File: config.mk
export PLATFORM = sky130hd
export DESIGN_NAME = dmem_port_arbiter
export DESIGN_NICKNAME = d
export VERILOG_FILES = /design/src/rtl/dmem_arb_pkg.sv /design/src/rtl/dmem_rr_grant.sv /design/src/rtl/dmem_port_arbiter.sv
export SDC_FILE = /design/constraint.sdc
export NUM_CORES = 1
export LEC_CHECK = 0
export ABC_AREA = 1
export CAP_MARGIN = 20
export CORE_AREA = 2 2 109 111
export CTS_CLUSTER_DIAMETER = 100
export DETAILED_ROUTE_END_ITERATION = 8
export DIE_AREA = 0 0 111 113
export MAX_ROUTING_LAYER = met4
export PLACE_DENSITY = 0.62
export SLEW_MARGIN = 25
export SYNTH_ARGS = -nofsm -noshare
export SYNTH_HDL_FRONTEND = slang
export SYNTH_SLANG_ARGS = --single-unit
File: constraint.sdc
create_clock -name clk -period 1.22 [get_ports clk]
set_input_delay 0.183 -clock clk [delete_from_list [all_inputs] [get_ports clk]]
set_output_delay 0.183 -clock clk [all_outputs]
set_load 0.05 [all_outputs]
File: src/rtl/dmem_arb_pkg.sv
// Shared types and address-check helpers for the data-memory port arbiter.
package dmem_arb_pkg;

    typedef enum logic {
        REQ_CORE = 1'b0,
        REQ_HOST = 1'b1
    } req_e;

    localparam int DEF_IDX_W  = 6;
    localparam int WORD_BYTES = 4;
    localparam int ALIGN_W    = 2;

    // Good address: word aligned and no bits set above the memory index.
    function automatic logic addr_ok(input logic [31:0] addr, input int idx_w);
        return (addr[ALIGN_W-1:0] == '0) && ((addr >> (idx_w + ALIGN_W)) == 32'd0);
    endfunction

endpackage

File: src/rtl/dmem_rr_grant.sv
// Combinational two-way grant: host lock first, then forced core turn, then round robin.
// Zero latency; at most one grant asserted per cycle.
module dmem_rr_grant
    import dmem_arb_pkg::*;
(
    input  logic c_req,
    input  logic h_req,
    input  req_e last_q,
    input  logic lock_q,
    input  logic force_c,
    output logic c_gnt,
    output logic h_gnt
);

    always_comb begin
        c_gnt = 1'b0;
        h_gnt = 1'b0;
        if (lock_q) begin
            h_gnt = h_req;
        end else if (c_req && h_req) begin
            if (force_c || (last_q == REQ_HOST)) begin
                c_gnt = 1'b1;
            end else begin
                h_gnt = 1'b1;
            end
        end else begin
            c_gnt = c_req;
            h_gnt = h_req;
        end
    end

endmodule

File: src/rtl/dmem_port_arbiter.sv
// Shares one single-port data memory between the core and a debug host.
// Grant is same-cycle; read data returns one cycle later; losers stall until granted.
module dmem_port_arbiter
    import dmem_arb_pkg::*;
#(
    parameter int IDX_W    = DEF_IDX_W,
    parameter int MAX_LOCK = 16
) (
    input  logic             clk,
    input  logic             rst,
    input  logic             c_req,
    input  logic             c_we,
    input  logic [31:0]      c_addr,
    input  logic [31:0]      c_wdata,
    output logic             c_gnt,
    output logic             c_stall,
    output logic             c_rvalid,
    output logic [31:0]      c_rdata,
    output logic             c_err,
    input  logic             h_req,
    input  logic             h_we,
    input  logic [31:0]      h_addr,
    input  logic [31:0]      h_wdata,
    input  logic             h_lock,
    output logic             h_gnt,
    output logic             h_rvalid,
    output logic [31:0]      h_rdata,
    output logic             h_err,
    output logic             mem_en,
    output logic             mem_we,
    output logic [IDX_W-1:0] mem_idx,
    output logic [31:0]      mem_wdata,
    input  logic [31:0]      mem_rdata
);

    localparam int CNT_W = $clog2(MAX_LOCK + 1);

    req_e             last_q, last_d;
    logic             lock_q, lock_d;
    logic             force_q, force_d;
    logic [CNT_W-1:0] lock_cnt_q, lock_cnt_d;
    logic             c_rd_q, c_rd_d, h_rd_q, h_rd_d;
    logic             c_bad_q, c_bad_d, h_bad_q, h_bad_d;
    logic             rst_dly_q;

    logic        quiet, c_req_eff, h_req_eff, gnt_any, sel_we, sel_ok;
    logic [31:0] sel_addr, sel_wdata;

    // Requests are masked during reset and the one cycle after it.
    assign quiet     = rst | rst_dly_q;
    assign c_req_eff = c_req & ~quiet;
    assign h_req_eff = h_req & ~quiet;

    dmem_rr_grant u_grant (
        .c_req   (c_req_eff),
        .h_req   (h_req_eff),
        .last_q  (last_q),
        .lock_q  (lock_q),
        .force_c (force_q),
        .c_gnt   (c_gnt),
        .h_gnt   (h_gnt)
    );

    assign gnt_any   = c_gnt | h_gnt;
    assign sel_we    = h_gnt ? h_we    : c_we;
    assign sel_addr  = h_gnt ? h_addr  : c_addr;
    assign sel_wdata = h_gnt ? h_wdata : c_wdata;
    assign sel_ok    = addr_ok(sel_addr, IDX_W);

    assign mem_en    = gnt_any & sel_ok;
    assign mem_we    = mem_en & sel_we;
    assign mem_idx   = sel_addr[IDX_W+1:2];
    assign mem_wdata = sel_wdata;

    assign c_stall  = c_req & ~c_gnt;
    assign c_rvalid = c_rd_q & ~rst;
    assign h_rvalid = h_rd_q & ~rst;
    assign c_err    = c_bad_q & ~rst;
    assign h_err    = h_bad_q & ~rst;
    assign c_rdata  = (c_rvalid && !c_bad_q) ? mem_rdata : 32'd0;
    assign h_rdata  = (h_rvalid && !h_bad_q) ? mem_rdata : 32'd0;

    always_comb begin
        c_rd_d     = c_gnt & ~c_we;
        h_rd_d     = h_gnt & ~h_we;
        c_bad_d    = c_gnt & ~sel_ok;
        h_bad_d    = h_gnt & ~sel_ok;
        last_d     = last_q;
        lock_d     = lock_q;
        lock_cnt_d = lock_cnt_q;
        force_d    = force_q;

        if (c_gnt) last_d = REQ_CORE;
        if (h_gnt) last_d = REQ_HOST;

        // The forced core turn is spent once the core wins or stops asking.
        if (force_q && (c_gnt || !c_req_eff)) force_d = 1'b0;

        if (!h_req_eff || !h_lock) begin
            lock_d     = 1'b0;
            lock_cnt_d = '0;
        end else if (h_gnt) begin
            if (lock_cnt_q == CNT_W'(MAX_LOCK - 1)) begin
                lock_d     = 1'b0;
                lock_cnt_d = '0;
                force_d    = 1'b1;
            end else begin
                lock_d     = 1'b1;
                lock_cnt_d = lock_cnt_q + 1'b1;
            end
        end
    end

    always_ff @(posedge clk) begin
        if (rst) begin
            last_q     <= REQ_HOST;
            lock_q     <= 1'b0;
            force_q    <= 1'b0;
            lock_cnt_q <= '0;
            c_rd_q     <= 1'b0;
            h_rd_q     <= 1'b0;
            c_bad_q    <= 1'b0;
            h_bad_q    <= 1'b0;
            rst_dly_q  <= 1'b1;
        end else begin
            last_q     <= last_d;
            lock_q     <= lock_d;
            force_q    <= force_d;
            lock_cnt_q <= lock_cnt_d;
            c_rd_q     <= c_rd_d;
            h_rd_q     <= h_rd_d;
            c_bad_q    <= c_bad_d;
            h_bad_q    <= h_bad_d;
            rst_dly_q  <= 1'b0;
        end
    end

endmodule

==> results.sh <==
export IMPL_first_iter_violations=101
export IMPL_timing_hold_violations_final=0
export IMPL_syn_nets=524
export IMPL_wire_per_inst_um=15.02
export IMPL_drv_slew=0
export IMPL_crit_start="force_q"
export IMPL_clkPwrFrac_pct=18.2
export IMPL_first_pass_iters=4
export IMPL_coreArea_um2=11270
export IMPL_worstReg2RegStart="force_q"
export IMPL_synthAdderAreaFrac_pct=0.7547
export IMPL_ys_ff_latch=13
export IMPL_maxCapViolations=0
export IMPL_power_density_nw_per_um2=443.1
export IMPL_cts_sinks=13
export IMPL_drive_gt1_share_pct=52.36
export IMPL_track_usage_pct=20.23
export IMPL_dieArea_um2=12540
export IMPL_critPathArrivalTime_ps=1720
export IMPL_yosysSeqAreaShare_pct=15.70
export IMPL_worstHoldPathType="input pin to flip-flop"
export IMPL_skew_ps=0.5965
export IMPL_cts_hold_buf=0
export IMPL_cts_root_buf="clkbuf_16"
export IMPL_area_delta_synth_final_pct=367.8
export IMPL_yosysTopAreaCellShare_pct=32.15
export IMPL_grt_pass1_wl_um=19790
export IMPL_synth_compound_area_share_pct=4.377
export IMPL_status="finished with violations"
export IMPL_ff2ff_setup_slack_ps=-340
export IMPL_grt_start_max_net_pins=17
export IMPL_ys_flop_type="dfxtp_1"
export IMPL_antenna_left=0
export IMPL_yosysWarnings=0
export IMPL_synth_top_family_by_area="simple AND/OR/NAND/NOR gates"
export IMPL_fin_ws_ps=-678.1
export IMPL_swShare_pct=37.78
export IMPL_place_port_buffers=277
export IMPL_synthArstFlopShare_pct=0
export IMPL_synth_cell_type_count=24
export IMPL_fin_crit_sh_pct=155.6
export IMPL_setup_tns_ps=-48290
export IMPL_cts_buffers=3
export IMPL_nNetsFinal=847
export IMPL_path_clk_slew_ps=50
export IMPL_p_int_mw=2.138
export IMPL_grt_pass1_vias=3917
export IMPL_vias_per_cell=4.172
export IMPL_max_slew_margin_rel_pct=85.01
export IMPL_synth_most_common_cell="nand2_1"
export IMPL_syn_avg_cell_area_um2=4.657
export IMPL_synth_xor_xnor_area_share_pct=0.5283
export IMPL_crit_type="flip-flop to primary output"
export IMPL_wl_um=12330
export IMPL_worstMarginPinSlew_ps=222.5
export IMPL_fillers=852
export IMPL_setup_viol=117
export IMPL_postSynthCellCount=356
export IMPL_die_w_um=111
export IMPL_muxShareOfSynthArea_pct=0
export IMPL_synth_simple_area_share_pct=62.42
export IMPL_placed_area_um2=6873
export IMPL_yosys_area_top_type="nand2_1"
export IMPL_hpwl_um=9913
export IMPL_synth_edf_count=0
export IMPL_power_frac_seq_pct=12.8
export IMPL_die_y_um=113
export IMPL_power_switching_mw=1.298
export IMPL_clk_latency_ps=240
export IMPL_netlist_top_cells_area="nand2_1 (32%), nor2_1 (24%), dfxtp_1 (16%)"
export IMPL_synth_area_um2=1658
export IMPL_gp_congestion=0.8401
export IMPL_pwr_share_comb_pct=69.0
export IMPL_design_area_um2=7755
export IMPL_synth_top_cells_by_count="nand2_1 (142), nor2_1 (106), inv_1 (49)"
export IMPL_worstSetupEndpoint="mem_wdata[26]"
export IMPL_num_antenna_cells=0
export IMPL_cp_end_kind="primary output"
export IMPL_grt_overflow_total=0
export IMPL_pin_count=278
export IMPL_crit_fanout=7
export IMPL_cts_tree="built"
export IMPL_required_ps=1040
export IMPL_floorplan_initialDensity_pct=14.71
export IMPL_cts_max_level=1
export IMPL_p_leak_nw=3.225
export IMPL_violations="negative setup slack"
export IMPL_drc=0
export IMPL_ir_drop_uv=316.4
export IMPL_critPathLaunchType="flip-flop"
export IMPL_min_period_ps=1898
export IMPL_antenna_found_initial=0
export IMPL_grt_setup_unrepaired="yes"
export IMPL_cts_buffer_depth=2
export IMPL_reg2reg_depth=9
export IMPL_rows=39
export IMPL_vias=3425
export IMPL_r2r_end="lock_cnt_q[4]"
export IMPL_max_freq_mhz=526.9
[critical path: stages (launching register included)]
cell     delay [ps]
dfxtp_2         310
or2_4           260
nand2_4          90
nor2_4           50
nor2_4          110
buf_12          140
buf_12          130
buf_12          110
nand2_8          50
nand2_8          70
buf_12          130
[cells in the final DEF, fill, tap and decap left out, types with 8 or more instances in the layout]
cell type / count
buf_16: 8
nand2_2: 19
nor2_4: 72
nor2_1: 32
inv_1: 41
nand2_4: 49
buf_12: 125
clkdlybuf4s50_1: 163
inv_2: 8
buf_6: 12
nand2_8: 11
nand2_1: 63
buf_4: 19
dfxtp_1: 9
[state kept, by name (all words and copies together) (netlist names)]
name,count
lock_cnt_q,5
rst_dly_q,1
lock_q,1
c_bad_q,1
last_q,1
force_q,1
h_rd_q,1
c_rd_q,1
h_bad_q,1
[logic make-up after synthesis]
group	after synthesis
simple gates	262
fa+ha+maj	1
compound gates	13
flops	13
xor+xnor	1
buf+inv	66
[layout make-up]
class                      instances  area, um2  area share [%]
clock buffer                       4      78.83           1.016
inverter                          51      197.7           2.549
multi-input combinational        277       2328           30.03
sequential                        13      265.3           3.420
tap                              143      178.9           2.307
timing repair buffer             333       4706           60.68
[metrics by stage]
stage               std cells  power [mW]  worst slack [ps]  hold WS (ps)  utilization (%)
floorplan                 356       1.400            -267.7         210.7                -
finish                    821       3.436            -678.1         376.1            68.80
global route              821       3.577            -725.4         375.7            68.80
global placement          790       2.614            -766.9         458.1            60.97
CTS                       820       3.433            -714.8         376.0            68.20
detailed placement        790       2.636            -793.7         470.1            60.97
[how the worst min path moves through the flow]
stage	from	endpoint	slack, ps	cells past startpoint
5_1_grt	rst	rst_dly_q	380	2
2_1_floorplan	rst	rst_dly_q	210	0
3_5_place_dp	lock_cnt_q[4]	lock_cnt_q[4]	470	2
6_report	rst	rst_dly_q	380	2
4_1_cts	rst	rst_dly_q	380	2
3_3_place_gp	force_q	force_q	460	2
[power by group through the flow]
stage	Combinational, mW	Clock (mW)	Sequential, mW
6_report	2.37	0.624	0.440
5_1_grt	2.48	0.655	0.440
4_1_cts	2.37	0.628	0.440
3_5_place_dp	2.19	0	0.447
3_3_place_gp	2.17	0	0.447
2_1_floorplan	0.954	0	0.446
[repair_timing]
| item | in CTS | in global routing |
|---|---|---|
| resized for setup | 86 | 37 |
| endpoints found under the setup margin | 122 | 122 |
| pin swaps | 12 | 22 |
| cloned | 10 | 0 |
| buffers inserted | 16 | 9 |
[routing by layer]
metal / global-route usage (%) / share of wire [%]
met1: 19.39 / 33
met3: 3.214 / 7.0
met4: 3.167 / 0.76
met5: - / 0
met2: 42.66 / 59
Power figures use the tool's default switching activity.
